==> config.mk <==
export PLATFORM = sky130hd
export DESIGN_NAME = uart_tx_fifo
export DESIGN_NICKNAME = d
export VERILOG_FILES = /design/src/rtl/uart_tx_fifo.sv
export SDC_FILE = /design/constraint.sdc
export NUM_CORES = 1
export LEC_CHECK = 0
export BUFFER_PORTS_ARGS = -buffer_cell sky130_fd_sc_hd__buf_2
export CAP_MARGIN = 20
export CORE_UTILIZATION = 40
export CTS_BUF_LIST = sky130_fd_sc_hd__clkbuf_2 sky130_fd_sc_hd__clkbuf_4 sky130_fd_sc_hd__clkbuf_8
export CTS_CLUSTER_DIAMETER = 60
export DETAILED_ROUTE_END_ITERATION = 16
export RECOVER_POWER = 100
export SLEW_MARGIN = 20
export SYNTH_ARGS = -nofsm -noshare
export SYNTH_HDL_FRONTEND = slang
export SYNTH_SLANG_ARGS = --single-unit
==> constraint.sdc <==
create_clock -name clk -period 3.86 [get_ports clk]
set_input_delay 0.386 -clock clk [delete_from_list [all_inputs] [get_ports clk]]
set_output_delay 0.386 -clock clk [all_outputs]
set_load 0.1 [all_outputs]
==> src/rtl/uart_tx_fifo.sv <==
// UART transmitter: byte FIFO feeding an 8N1 serializer (8E1 when UART_TX_PARITY_EN is defined).
// Latency: a write into an idle, empty block drives the start bit two edges later.
// Backpressure: tx_full flags a full FIFO; writes while full are dropped and latch tx_overflow.
module uart_tx_fifo #(
  parameter int CLKS_PER_BIT = 868,
  parameter int FIFO_DEPTH   = 8,
  parameter int ADDR_W       = 3
) (
  input  logic       clk,
  input  logic       rst,
  input  logic [7:0] tx_data,
  input  logic       tx_wr,
  output logic       tx_full,
  output logic       tx_empty,
  output logic       tx_busy,
  output logic       tx_overflow,
  output logic       uart_tx
);

  localparam int BW = (CLKS_PER_BIT > 1) ? $clog2(CLKS_PER_BIT) : 1;
  localparam logic [BW-1:0]   BAUD_LAST = BW'(CLKS_PER_BIT - 1);
  localparam logic [ADDR_W:0] FULL_CNT  = (ADDR_W + 1)'(FIFO_DEPTH);

  typedef enum logic [2:0] {
    IDLE,
    START,
    DATA,
`ifdef UART_TX_PARITY_EN
    PARITY,
`endif
    STOP
  } state_t;

  logic [7:0]        mem [FIFO_DEPTH];
  logic [ADDR_W-1:0] wr_ptr, rd_ptr;
  logic [ADDR_W:0]   count;
  logic              wr_acc, pop;

  state_t            state_q, state_d;
  logic [BW-1:0]     baud_q, baud_d;
  logic [2:0]        bit_q, bit_d;
  logic [7:0]        shift_q, shift_d;
  logic              line_d, bit_end;
`ifdef UART_TX_PARITY_EN
  logic              par_q, par_d;
`endif

  assign tx_full  = (count == FULL_CNT);
  assign tx_empty = (count == '0);
  assign tx_busy  = (state_q != IDLE);
  assign wr_acc   = tx_wr && !tx_full;

  always_ff @(posedge clk) begin
    if (wr_acc) mem[wr_ptr] <= tx_data;
  end

  always_ff @(posedge clk) begin
    if (rst) begin
      wr_ptr      <= '0;
      rd_ptr      <= '0;
      count       <= '0;
      tx_overflow <= 1'b0;
    end else begin
      if (wr_acc) wr_ptr <= wr_ptr + ADDR_W'(1);
      if (pop)    rd_ptr <= rd_ptr + ADDR_W'(1);
      count <= count + (ADDR_W + 1)'(wr_acc) - (ADDR_W + 1)'(pop);
      if (tx_wr && tx_full) tx_overflow <= 1'b1;
    end
  end

  always_comb begin
    state_d = state_q;
    baud_d  = baud_q;
    bit_d   = bit_q;
    shift_d = shift_q;
    pop     = 1'b0;
    line_d  = 1'b1;
`ifdef UART_TX_PARITY_EN
    par_d   = par_q;
`endif
    bit_end = (baud_q == BAUD_LAST);
    if (state_q != IDLE) baud_d = bit_end ? '0 : baud_q + BW'(1);

    case (state_q)
      IDLE: begin
        if (!tx_empty) begin
          pop     = 1'b1;
          shift_d = mem[rd_ptr];
          baud_d  = '0;
          state_d = START;
        end
      end
      START: begin
        if (bit_end) begin
          state_d = DATA;
          bit_d   = '0;
        end
      end
      DATA: begin
        if (bit_end) begin
          shift_d = shift_q >> 1;
          bit_d   = bit_q + 3'd1;
`ifdef UART_TX_PARITY_EN
          if (bit_q == 3'd7) state_d = PARITY;
`else
          if (bit_q == 3'd7) state_d = STOP;
`endif
        end
      end
`ifdef UART_TX_PARITY_EN
      PARITY: begin
        if (bit_end) state_d = STOP;
      end
`endif
      STOP: begin
        // Last stop cycle chains straight into the next start bit when data waits.
        if (bit_end) begin
          if (!tx_empty) begin
            pop     = 1'b1;
            shift_d = mem[rd_ptr];
            state_d = START;
          end else begin
            state_d = IDLE;
          end
        end
      end
      default: state_d = IDLE;
    endcase

`ifdef UART_TX_PARITY_EN
    if (pop) par_d = ^mem[rd_ptr];
`endif

    case (state_d)
      START:   line_d = 1'b0;
      DATA:    line_d = shift_d[0];
`ifdef UART_TX_PARITY_EN
      PARITY:  line_d = par_d;
`endif
      default: line_d = 1'b1;
    endcase
  end

  always_ff @(posedge clk) begin
    if (rst) begin
      state_q <= IDLE;
      baud_q  <= '0;
      bit_q   <= '0;
      shift_q <= '0;
      uart_tx <= 1'b1;
`ifdef UART_TX_PARITY_EN
      par_q   <= 1'b0;
`endif
    end else begin
      state_q <= state_d;
      baud_q  <= baud_d;
      bit_q   <= bit_d;
      shift_q <= shift_d;
      uart_tx <= line_d;
`ifdef UART_TX_PARITY_EN
      par_q   <= par_d;
`endif
    end
  end

endmodule

==> results of run 1 <==
==> final cells by class <==
| type | instances | area [um2] |
|---|---|---|
| Clock inverter | 5 | 42.5 |
| Inverter | 7 | 26.3 |
| Sequential cell | 103 | 2700 |
| Clock buffer | 11 | 139 |
| Multi-Input combinational cell | 236 | 1690 |
| Tap cell | 140 | 175 |
| Fill cell | 1028 | 6070 |
| Timing Repair Buffer | 22 | 88.8 |
==> per-layer routing <==
| layer | routed length (um) | vias up |
|---|---|---|
| met5 | 0 | - |
| met2 | 4130 | 40 |
| met4 | 94 | 0 |
| li1 | - | 1406 |
| met3 | 301 | 7 |
| met1 | 4260 | 1345 |
==> path summary, 6_finish.rpt <==
check / startpoint / endpoint / slack (ns) / depth (start not counted)
min: tx_wr / tx_overflow / 0.28 / 3
max reg2reg: count[2] / count[2] / 1.10 / 12
max: count[2] / count[2] / 1.10 / 12
min reg2reg: tx_overflow / tx_overflow / 0.49 / 2
==> flip-flops by register name (all words and copies together) (netlist names), named ones only <==
signal,cells
tx_overflow,1
baud_q,10
count,4
bit_q,3
state_q,3
rd_ptr,3
uart_tx,1
wr_ptr,3
mem,64
shift_q,8
==> worst register-to-register path, cell delays in order, from the launching register on <==
cell	delay, ns
dfxtp_1	0.32
inv_1	0.06
ha_1	0.20
nand2_1	0.27
clkinv_1	0.36
nor2_1	0.37
nand3_1	0.19
nand2_1	0.10
ha_1	0.15
inv_1	0.05
fa_1	0.37
xor2_1	0.14
nor2_1	0.05
==> per-stage QoR <==
step                utilization, %  area, um2  std cells
finish                        44.5       4870        524
floorplan                        -       4520        364
global route                  44.5       4870        524
detailed placement            43.6       4770        508
global placement              43.6       4770        508
CTS                           45.3       4950        524
==> cell families after synthesis <==
kind of cell | share of synthesized area (%)
and+or+nand+nor | 14.7
DFF | 59.8
AOI/OAI and AO/OA | 9.75
muxes | 8.47
buffers and inverters | 2.24
adders and majority gates | 3.21
xor gates and xnor gates | 1.74
other | 0.0830
==> power by group <==
part           internal, mW  switching, mW
registers              1.27         0.0984
logic                 0.289          0.482
clock network         0.258          0.372
==> placed cells by master, fill, tap and decap left out, types with 2 or more instances in the layout <==
cell	synthesis	final
a21oi_1	12	12
a22oi_1	3	3
a311oi_1	7	7
a41oi_1	2	2
and3_1	2	2
buf_2	6	2
clkbuf_1	11	19
clkbuf_4	0	2
clkbuf_8	0	9
dfxtp_1	39	39
edfxtp_1	64	64
ha_1	10	10
inv_1	6	6
inv_6	0	3
mux2_2	2	2
mux2i_1	27	27
mux4_2	4	4
nand2_1	16	16
nand2b_1	7	7
nand3_1	6	6
nand4_1	3	3
nor2_1	36	36
nor2b_1	9	9
nor3_1	14	18
nor3b_1	4	4
nor4_1	2	2
o21ai_0	9	9
o22ai_1	12	12
o311a_1	6	6
or2_2	4	4
or3_1	2	2
xnor2_1	5	5
xor2_1	4	4
==> results.ini, run 1 <==
[run_status]
status=complete, no violations

[setup_path]
cp_max_fo=10
slowest_delay_ns=0.37
crit_chain=inv_1 -> ha_1 -> nand2_1 -> clkinv_1 -> nor2_1 -> nand3_1 -> nand2_1 -> ha_1 -> inv_1 -> fa_1 -> xor2_1 -> nor2_1
critPathTopFamily=simple AND/OR/NAND/NOR gates
critical_path_required_ns=4.09
startpoint_type=register
crit_arrival_ns=2.99
critPathBufInv=3
end_kind=register
critPathSlowestCell=nor2_1
worstSetupPathType=register to register

[hold_path]
hp-class=input pin to register

[route]
ant_nets=0
viasPerCell=5.34
drt_iter0_drc=173
vias=2798
wl_um=8780
dr.pass1.iters=4
post_drt_wl_per_cell_um=16.8
drc=0

[power]
irDropWorstVdd_mv=0.324
total_power_mw=2.77
powerDensity_mw_per_mm2=570
p_leak_nw=1.61

[yosys]
yosysWarnings=0
synth_seq_cells=103
netlist.area_leader.share_pct=42.5
syn_nets=386
synth_edf_count=64
synth.largest_area_cell=edfxtp_1
synth_ff_type=edfxtp_1
syn-cell-area_mm2=0.00452
yosysMostFrequentCell=edfxtp_1
synth-async-reset-ratio_pct=0
synth_seq_area_share_pct=59.8
synthCells=364
ys_types=56
avgSynthCellArea_um2=12.4
synth_commonest_cells=edfxtp_1 (64), dfxtp_1 (39), nor2_1 (36)
yosys-top-cells-area=edfxtp_1 (43%), dfxtp_1 (17%), mux2i_1 (6.0%), nor2_1 (3.0%), ha_1 (2.8%)

[grt]
grt_pass1_vias=2653
use_met2_pct=26.1
grt_pass1_wl_um=13900
antenna_found_initial=0
top_usage_layer=met2
grt_max_degree=39
grt_util_met1_pct=21.2
globalRouteOverflowTotal=0
grt_util_met3_pct=4.22
grt_usage_pct=16.1

[clocking]
worstSkewPairLatency_ns=0.36
cts_max_level=3
ctsResizeCount=0
numCtsBuffers=9
postCtsSetupBuffers=0
cts.sinks=103
clock-root-buffer=clkbuf_8
ctsLongestPathBuffers=2
postCtsHoldBufs=0
tritoncts=built
clkSlewWorstSetupHoldPaths_ns=0.09

[timing]
hold_viol=0
slew_viol_final=0
finalSetupTns_ns=0
worst_slew_pin_slew_ns=1.44
layout_min_cycle_time_ns=2.76
worst_slack_ns=1.10
setup_viol=0
holdWs_ns=0.279
max_freq_ghz=0.362
rsz0062_at_grt=no
finClkSkew_ns=0.0112
finalCritPeriodShare_pct=71.5
max_slew_margin_pct=3.39

[cells_and_area]
layout-drive-gt1-share_pct=9.38
area_growth_pct=7.75
finalNetCount=401
num_antenna_cells=0

[die]
num_rows=38
die_w_um=108
fp.dieH_um=108
start_util_pct=41.3
dieArea_mm2=0.0117
io_pins=16
coreArea_mm2=0.0109

[run]
max_cap_viol_count=0

[placement]
port_buffers=15
place_ws_ns=1.11
place_congestion=0.786
dp_hpwl_um=5740

(Power assumes the default switching activity.)
==> run 2: changes to the inputs <==
==> constraint.sdc (replaced) <==
create_clock -name clk -period 2.56 [get_ports clk]
set_input_delay 0.256 -clock clk [delete_from_list [all_inputs] [get_ports clk]]
set_output_delay 0.256 -clock clk [all_outputs]
set_load 0.1 [all_outputs]
==> results.ini, run 2 (synthesis gave the netlist of run 1 again) <==
[placement]
place_ws_ns=0.0823  ; was 1.11 ns
port_buffers=15  ; unchanged
place_inst=523  ; was 508
place_congestion=0.772  ; was 0.786
dp_hpwl_um=6210  ; was 5740 um
placed_area_mm2=0.00489  ; was 0.00477 mm2

[clocking]
tritoncts=built  ; unchanged
postCtsHoldBufs=0  ; unchanged
cts.sinks=103  ; unchanged
clock-root-buffer=clkbuf_8  ; unchanged
numCtsBuffers=9  ; unchanged
ctsLongestPathBuffers=2  ; unchanged
clkSlewWorstSetupHoldPaths_ns=0.10  ; was 0.09 ns
postCtsSetupBuffers=0  ; unchanged
ctsResizeCount=0  ; unchanged
cts_max_level=3  ; unchanged
worstSkewPairLatency_ns=0.37  ; was 0.36 ns

[grt]
grt_pass1_wl_um=14600  ; was 13900 um
grt_max_degree=21  ; was 39
grt_usage_pct=16.8  ; was 16.1%
grt_pass1_vias=2893  ; was 2653
globalRouteOverflowTotal=0  ; unchanged
antenna_found_initial=0  ; unchanged

[timing]
worst_slew_pin_slew_ns=1.16  ; was 1.44 ns
max_slew_margin_pct=22.7  ; was 3.39%
finClkSkew_ns=0.0110  ; was 0.0112 ns
max_freq_ghz=0.420  ; was 0.362 GHz
holdWs_ns=0.187  ; was 0.279 ns
setup_viol=0  ; unchanged
finalCritPeriodShare_pct=93.0  ; was 71.5%
layout_min_cycle_time_ns=2.38  ; was 2.76 ns
worst_slack_ns=0.178  ; was 1.10 ns
finalSetupTns_ns=0  ; unchanged
rsz0062_at_grt=no  ; unchanged
slew_viol_final=0  ; unchanged
hold_viol=0  ; unchanged

[route]
dr.pass1.iters=4  ; unchanged
drc=0  ; unchanged
drt_iter0_drc=140  ; was 173
viasPerCell=5.37  ; was 5.34
vias=2894  ; was 2798
ant_nets=0  ; unchanged
wl_um=9010  ; was 8780 um
post_drt_wl_per_cell_um=16.7  ; was 16.8 um

[setup_path]
cp_max_fo=5  ; was 10
critical_path_required_ns=2.81  ; was 4.09 ns
startpoint_type=register  ; unchanged
end_kind=register  ; unchanged
crit_arrival_ns=2.64  ; was 2.99 ns
worstSetupPathType=register to register  ; unchanged

[cells_and_area]
top_register=mem  ; unchanged
finalNetCount=416  ; was 401
largest_register_ffs=64  ; unchanged
nFillCells=1022  ; was 1028
layout-drive-gt1-share_pct=14.3  ; was 9.38%
stdcell_count=539  ; was 524
area_growth_pct=10.5  ; was 7.75%
stdcell_area_mm2=0.00499  ; was 0.00487 mm2
final_cell_mix=edfxtp_1 (64), dfxtp_1 (38), nor2_1 (36)  ; was edfxtp_1 (64), dfxtp_1 (39), nor2_1 (36)
layout_commonest_cell=edfxtp_1  ; unchanged
fin_util_pct=45.7  ; was 44.5%
num_antenna_cells=0  ; unchanged
top_regs=mem (64), baud_q (10), shift_q (8)  ; unchanged

[die]
num_rows=38  ; unchanged
start_util_pct=41.3  ; unchanged
die_w_um=108  ; unchanged
coreArea_mm2=0.0109  ; unchanged
fp.dieH_um=108  ; unchanged
io_pins=16  ; unchanged
dieArea_mm2=0.0117  ; unchanged

[power]
irDropWorstVdd_mv=0.475  ; was 0.324 mV
p_leak_nw=1.69  ; was 1.61 nW
powerDensity_mw_per_mm2=864  ; was 570 mW/mm2
total_power_mw=4.31  ; was 2.77 mW

[hold_path]
hp-class=input pin to register  ; unchanged

[run]
max_cap_viol_count=0  ; unchanged

[run_status]
status=complete, no violations  ; unchanged

[run 2: cell types whose count changed in the layout (fill, tap and decap cells not counted), moves of 2 or more]
cell / delta
buf_4: +9
clkbuf_2: +6
inv_8: +3
clkbuf_4: -2
clkinv_2: +2
nor3_1: -2
nor3_2: +2
[run 2: area by class of cell]
class	instances	area [um2]	share of cell area, %
Clock buffer	9	124	2.48
Multi-Input combinational cell	236	1710	34.3
Sequential cell	103	2700	54.2
Timing Repair Buffer	37	186	3.73
Clock inverter	7	63.8	1.28
Tap cell	140	175	3.51
Inverter	7	27.5	0.551
[run 2: final timing paths]
kind	from	end	slack [ns]	cells after the start
worst min register to register	tx_overflow	tx_overflow	0.50	2
worst max register to register	baud_q[1]	count[2]	0.18	10
worst max-delay path	baud_q[1]	count[2]	0.18	10
worst min-delay path	tx_wr	tx_overflow	0.19	3
[run 2: critical path: stages, from the launching register on]
cell	delay, ns
dfxtp_1	0.36
ha_2	0.21
or3b_4	0.41
o41ai_4	0.27
nand3_2	0.15
nand2_1	0.10
ha_1	0.16
inv_1	0.05
fa_1	0.38
xor2_1	0.14
nor2_1	0.05
[run 2: power breakdown]
| part | internal, mW | leakage (nW) | switching, mW |
|---|---|---|---|
| Clock | 0.380 | 0.0960 | 0.599 |
| Combinational | 0.501 | 0.695 | 0.792 |
| Sequential | 1.92 | 0.899 | 0.122 |
| Total | 2.80 | 1.69 | 1.51 |
[run 2: routing by layer]
layer / wire length, um / part of all wire, % / global-route usage (%)
met5: 0 / 0 / 0
met2: 4590 / 51 / 30.2
met3: 218 / 2.4 / 3.98
met1: 4100 / 46 / 20.1
met4: 97 / 1.1 / 4.73
==> run 3: changes to the inputs <==
--- a/config.mk
+++ b/config.mk
@@ -7,10 +7,11 @@
 export LEC_CHECK = 0
 export BUFFER_PORTS_ARGS = -buffer_cell sky130_fd_sc_hd__buf_2
 export CAP_MARGIN = 20
-export CORE_UTILIZATION = 40
+export CORE_UTILIZATION = 28
 export CTS_BUF_LIST = sky130_fd_sc_hd__clkbuf_2 sky130_fd_sc_hd__clkbuf_4 sky130_fd_sc_hd__clkbuf_8
 export CTS_CLUSTER_DIAMETER = 60
 export DETAILED_ROUTE_END_ITERATION = 16
+export GPL_TIMING_DRIVEN = 0
 export RECOVER_POWER = 100
 export SLEW_MARGIN = 20
 export SYNTH_ARGS = -nofsm -noshare
==> results.ini, run 3 (synthesis gave the netlist of run 1 again) <==
[run_status]
status=complete, no violations  ; unchanged

[die]
io_pins=16  ; unchanged
dieArea_mm2=0.0166  ; was 0.0117 mm2
coreArea_mm2=0.0158  ; was 0.0109 mm2
num_rows=46  ; was 38
die_w_um=129  ; was 108 um
start_util_pct=28.5  ; was 41.3%
fp.dieH_um=129  ; was 108 um

[timing]
layout_min_cycle_time_ns=2.46  ; was 2.38 ns
finalSetupTns_ns=0  ; unchanged
slew_viol_final=0  ; unchanged
setup_viol=0  ; unchanged
finalCritPeriodShare_pct=96.0  ; was 93.0%
finClkSkew_ns=0.0136  ; was 0.0110 ns
max_freq_ghz=0.407  ; was 0.420 GHz
worst_slew_pin_slew_ns=1.17  ; was 1.16 ns
hold_viol=0  ; unchanged
max_slew_margin_pct=22.2  ; was 22.7%
rsz0062_at_grt=yes  ; was no
worst_slack_ns=0.102  ; was 0.178 ns

[setup_path]
critPathTopFamily=buffers and inverters  ; was adder cells
critical_path_required_ns=2.80  ; was 2.81 ns
slowest_delay_ns=0.40  ; was 0.41 ns
startpoint_type=register  ; unchanged
crit_cells=13  ; was 10
end_kind=register  ; unchanged
crit_chain=ha_4 -> or3b_4 -> o41ai_4 -> buf_4 -> buf_4 -> buf_4 -> buf_4 -> buf_4 -> buf_4 -> buf_4 -> nand3_2 -> xor2_2 -> nor2_1  ; was ha_2 -> or3b_4 -> o41ai_4 -> nand3_2 -> nand2_1 -> ha_1 -> inv_1 -> fa_1 -> xor2_1 -> nor2_1
worstSetupPathType=register to register  ; unchanged
critPathBufInv=7  ; was 1
cp_max_fo=4  ; was 5
cp_common_cell=buf_4
crit_arrival_ns=2.70  ; was 2.64 ns
reg2reg_depth=13  ; was 10
critPathSlowestCell=or3b_4  ; unchanged

[clocking]
cts_max_level=3  ; unchanged
cts.sinks=103  ; unchanged
numCtsBuffers=9  ; unchanged
worstSkewPairLatency_ns=0.37  ; about the same
clkSlewWorstSetupHoldPaths_ns=0.11  ; was 0.10 ns
postCtsHoldBufs=0  ; unchanged
tritoncts=built  ; unchanged
clock-root-buffer=clkbuf_8  ; unchanged
ctsLongestPathBuffers=2  ; unchanged

[grt]
globalRouteOverflowTotal=0  ; unchanged
grt_max_degree=20  ; was 21
antenna_found_initial=0  ; unchanged
grt_usage_pct=12.2  ; was 16.8%
grt_pass1_vias=3052  ; was 2893
grt_pass1_wl_um=15200  ; was 14600 um

[cells_and_area]
largest_register_ffs=64  ; unchanged
top_regs=mem (64), baud_q (10), shift_q (8)  ; unchanged
stdcell_count=625  ; was 539
top_register=mem  ; unchanged
layout_commonest_cell=edfxtp_1  ; unchanged
layout-drive-gt1-share_pct=18.1  ; was 14.3%
num_antenna_cells=0  ; unchanged
finalNetCount=426  ; was 416
area_growth_pct=16.4  ; was 10.5%
stdcell_area_mm2=0.00526  ; was 0.00499 mm2
final_cell_mix=edfxtp_1 (64), dfxtp_1 (37), nor2_1 (35)  ; was edfxtp_1 (64), dfxtp_1 (38), nor2_1 (36)
fin_util_pct=33.2  ; was 45.7%

[run]
max_cap_viol_count=0  ; unchanged

[route]
viasPerCell=4.77  ; was 5.37
wl_um=9470  ; was 9010 um
post_drt_wl_per_cell_um=15.1  ; was 16.7 um
vias=2981  ; was 2894
drc=0  ; unchanged
dr.pass1.iters=4  ; unchanged
drt_iter0_drc=171  ; was 140
ant_nets=0  ; unchanged

[power]
p_leak_nw=1.75  ; was 1.69 nW
powerDensity_mw_per_mm2=857  ; was 864 mW/mm2
irDropWorstVdd_mv=0.449  ; was 0.475 mV

[hold_path]
hp-class=input pin to register  ; unchanged
hold_depth=3  ; unchanged

[placement]
place_ws_ns=-0.214  ; was 0.0823 ns
place_inst=598  ; was 523
port_buffers=15  ; unchanged
place_congestion=0.804  ; was 0.772
dp_hpwl_um=6480  ; was 6210 um
placed_area_mm2=0.00495  ; was 0.00489 mm2

-- run 3: final cells by class --
cell class / count / area, um2
clock buffer: 10 / 131
tap: 216 / 270
buffer: 18 / 73.8
inverter: 7 / 27.5
fill: 1564 / 10600
timing repair buffer: 29 / 158
clock inverter: 6 / 83.8
sequential: 103 / 2710
multi-input combinational: 236 / 1810
-- run 3: per-stage QoR --
stage | hold slack, ns | power (mW)
after detailed placement | 0.454 | 3.39
after global placement | 0.450 | 3.32
after global routing | 0.147 | 4.78
final | 0.158 | 4.51
after CTS | 0.129 | 4.53
after floorplan | 0.355 | 3.05
-- run 3: worst min-delay path, stage by stage --
cell	delay, ns
buf_2	0.09
nor2_1	0.04
a31oi_1	0.11
-- run 3: worst paths after layout --
path                    start          end  slack [ns]
hold reg to reg   tx_overflow  tx_overflow        0.48
hold / removal            rst      uart_tx        0.16
setup reg to reg    baud_q[1]     register        0.10
setup / recovery    baud_q[1]     register        0.10
-- run 3: where the power goes --
part           internal (mW)  switching [mW]  total, mW
combinational          0.521           0.878       1.40
sequential              1.92          0.0850       2.01
clock                  0.495           0.608       1.10
total                   2.94            1.57       4.51
-- run 3: repair_timing --
| action | CTS | global route |
|---|---|---|
| resized for setup | 3 | 14 |
| setup endpoints to repair | 3 | 21 |
| pin swaps | 1 | 5 |
| setup buffers | 8 | 3 |
-- run 3: per-layer routing --
| layer | GRT usage, % | vias up | share of wire [%] |
|---|---|---|---|
| li1 | - | 1446 | - |
| met4 | 5.12 | 0 | 1.8 |
| met1 | 15.0 | 1468 | 46 |
| met5 | 0 | - | 0 |
| met3 | 3.01 | 10 | 3.6 |
| met2 | 20.5 | 57 | 49 |
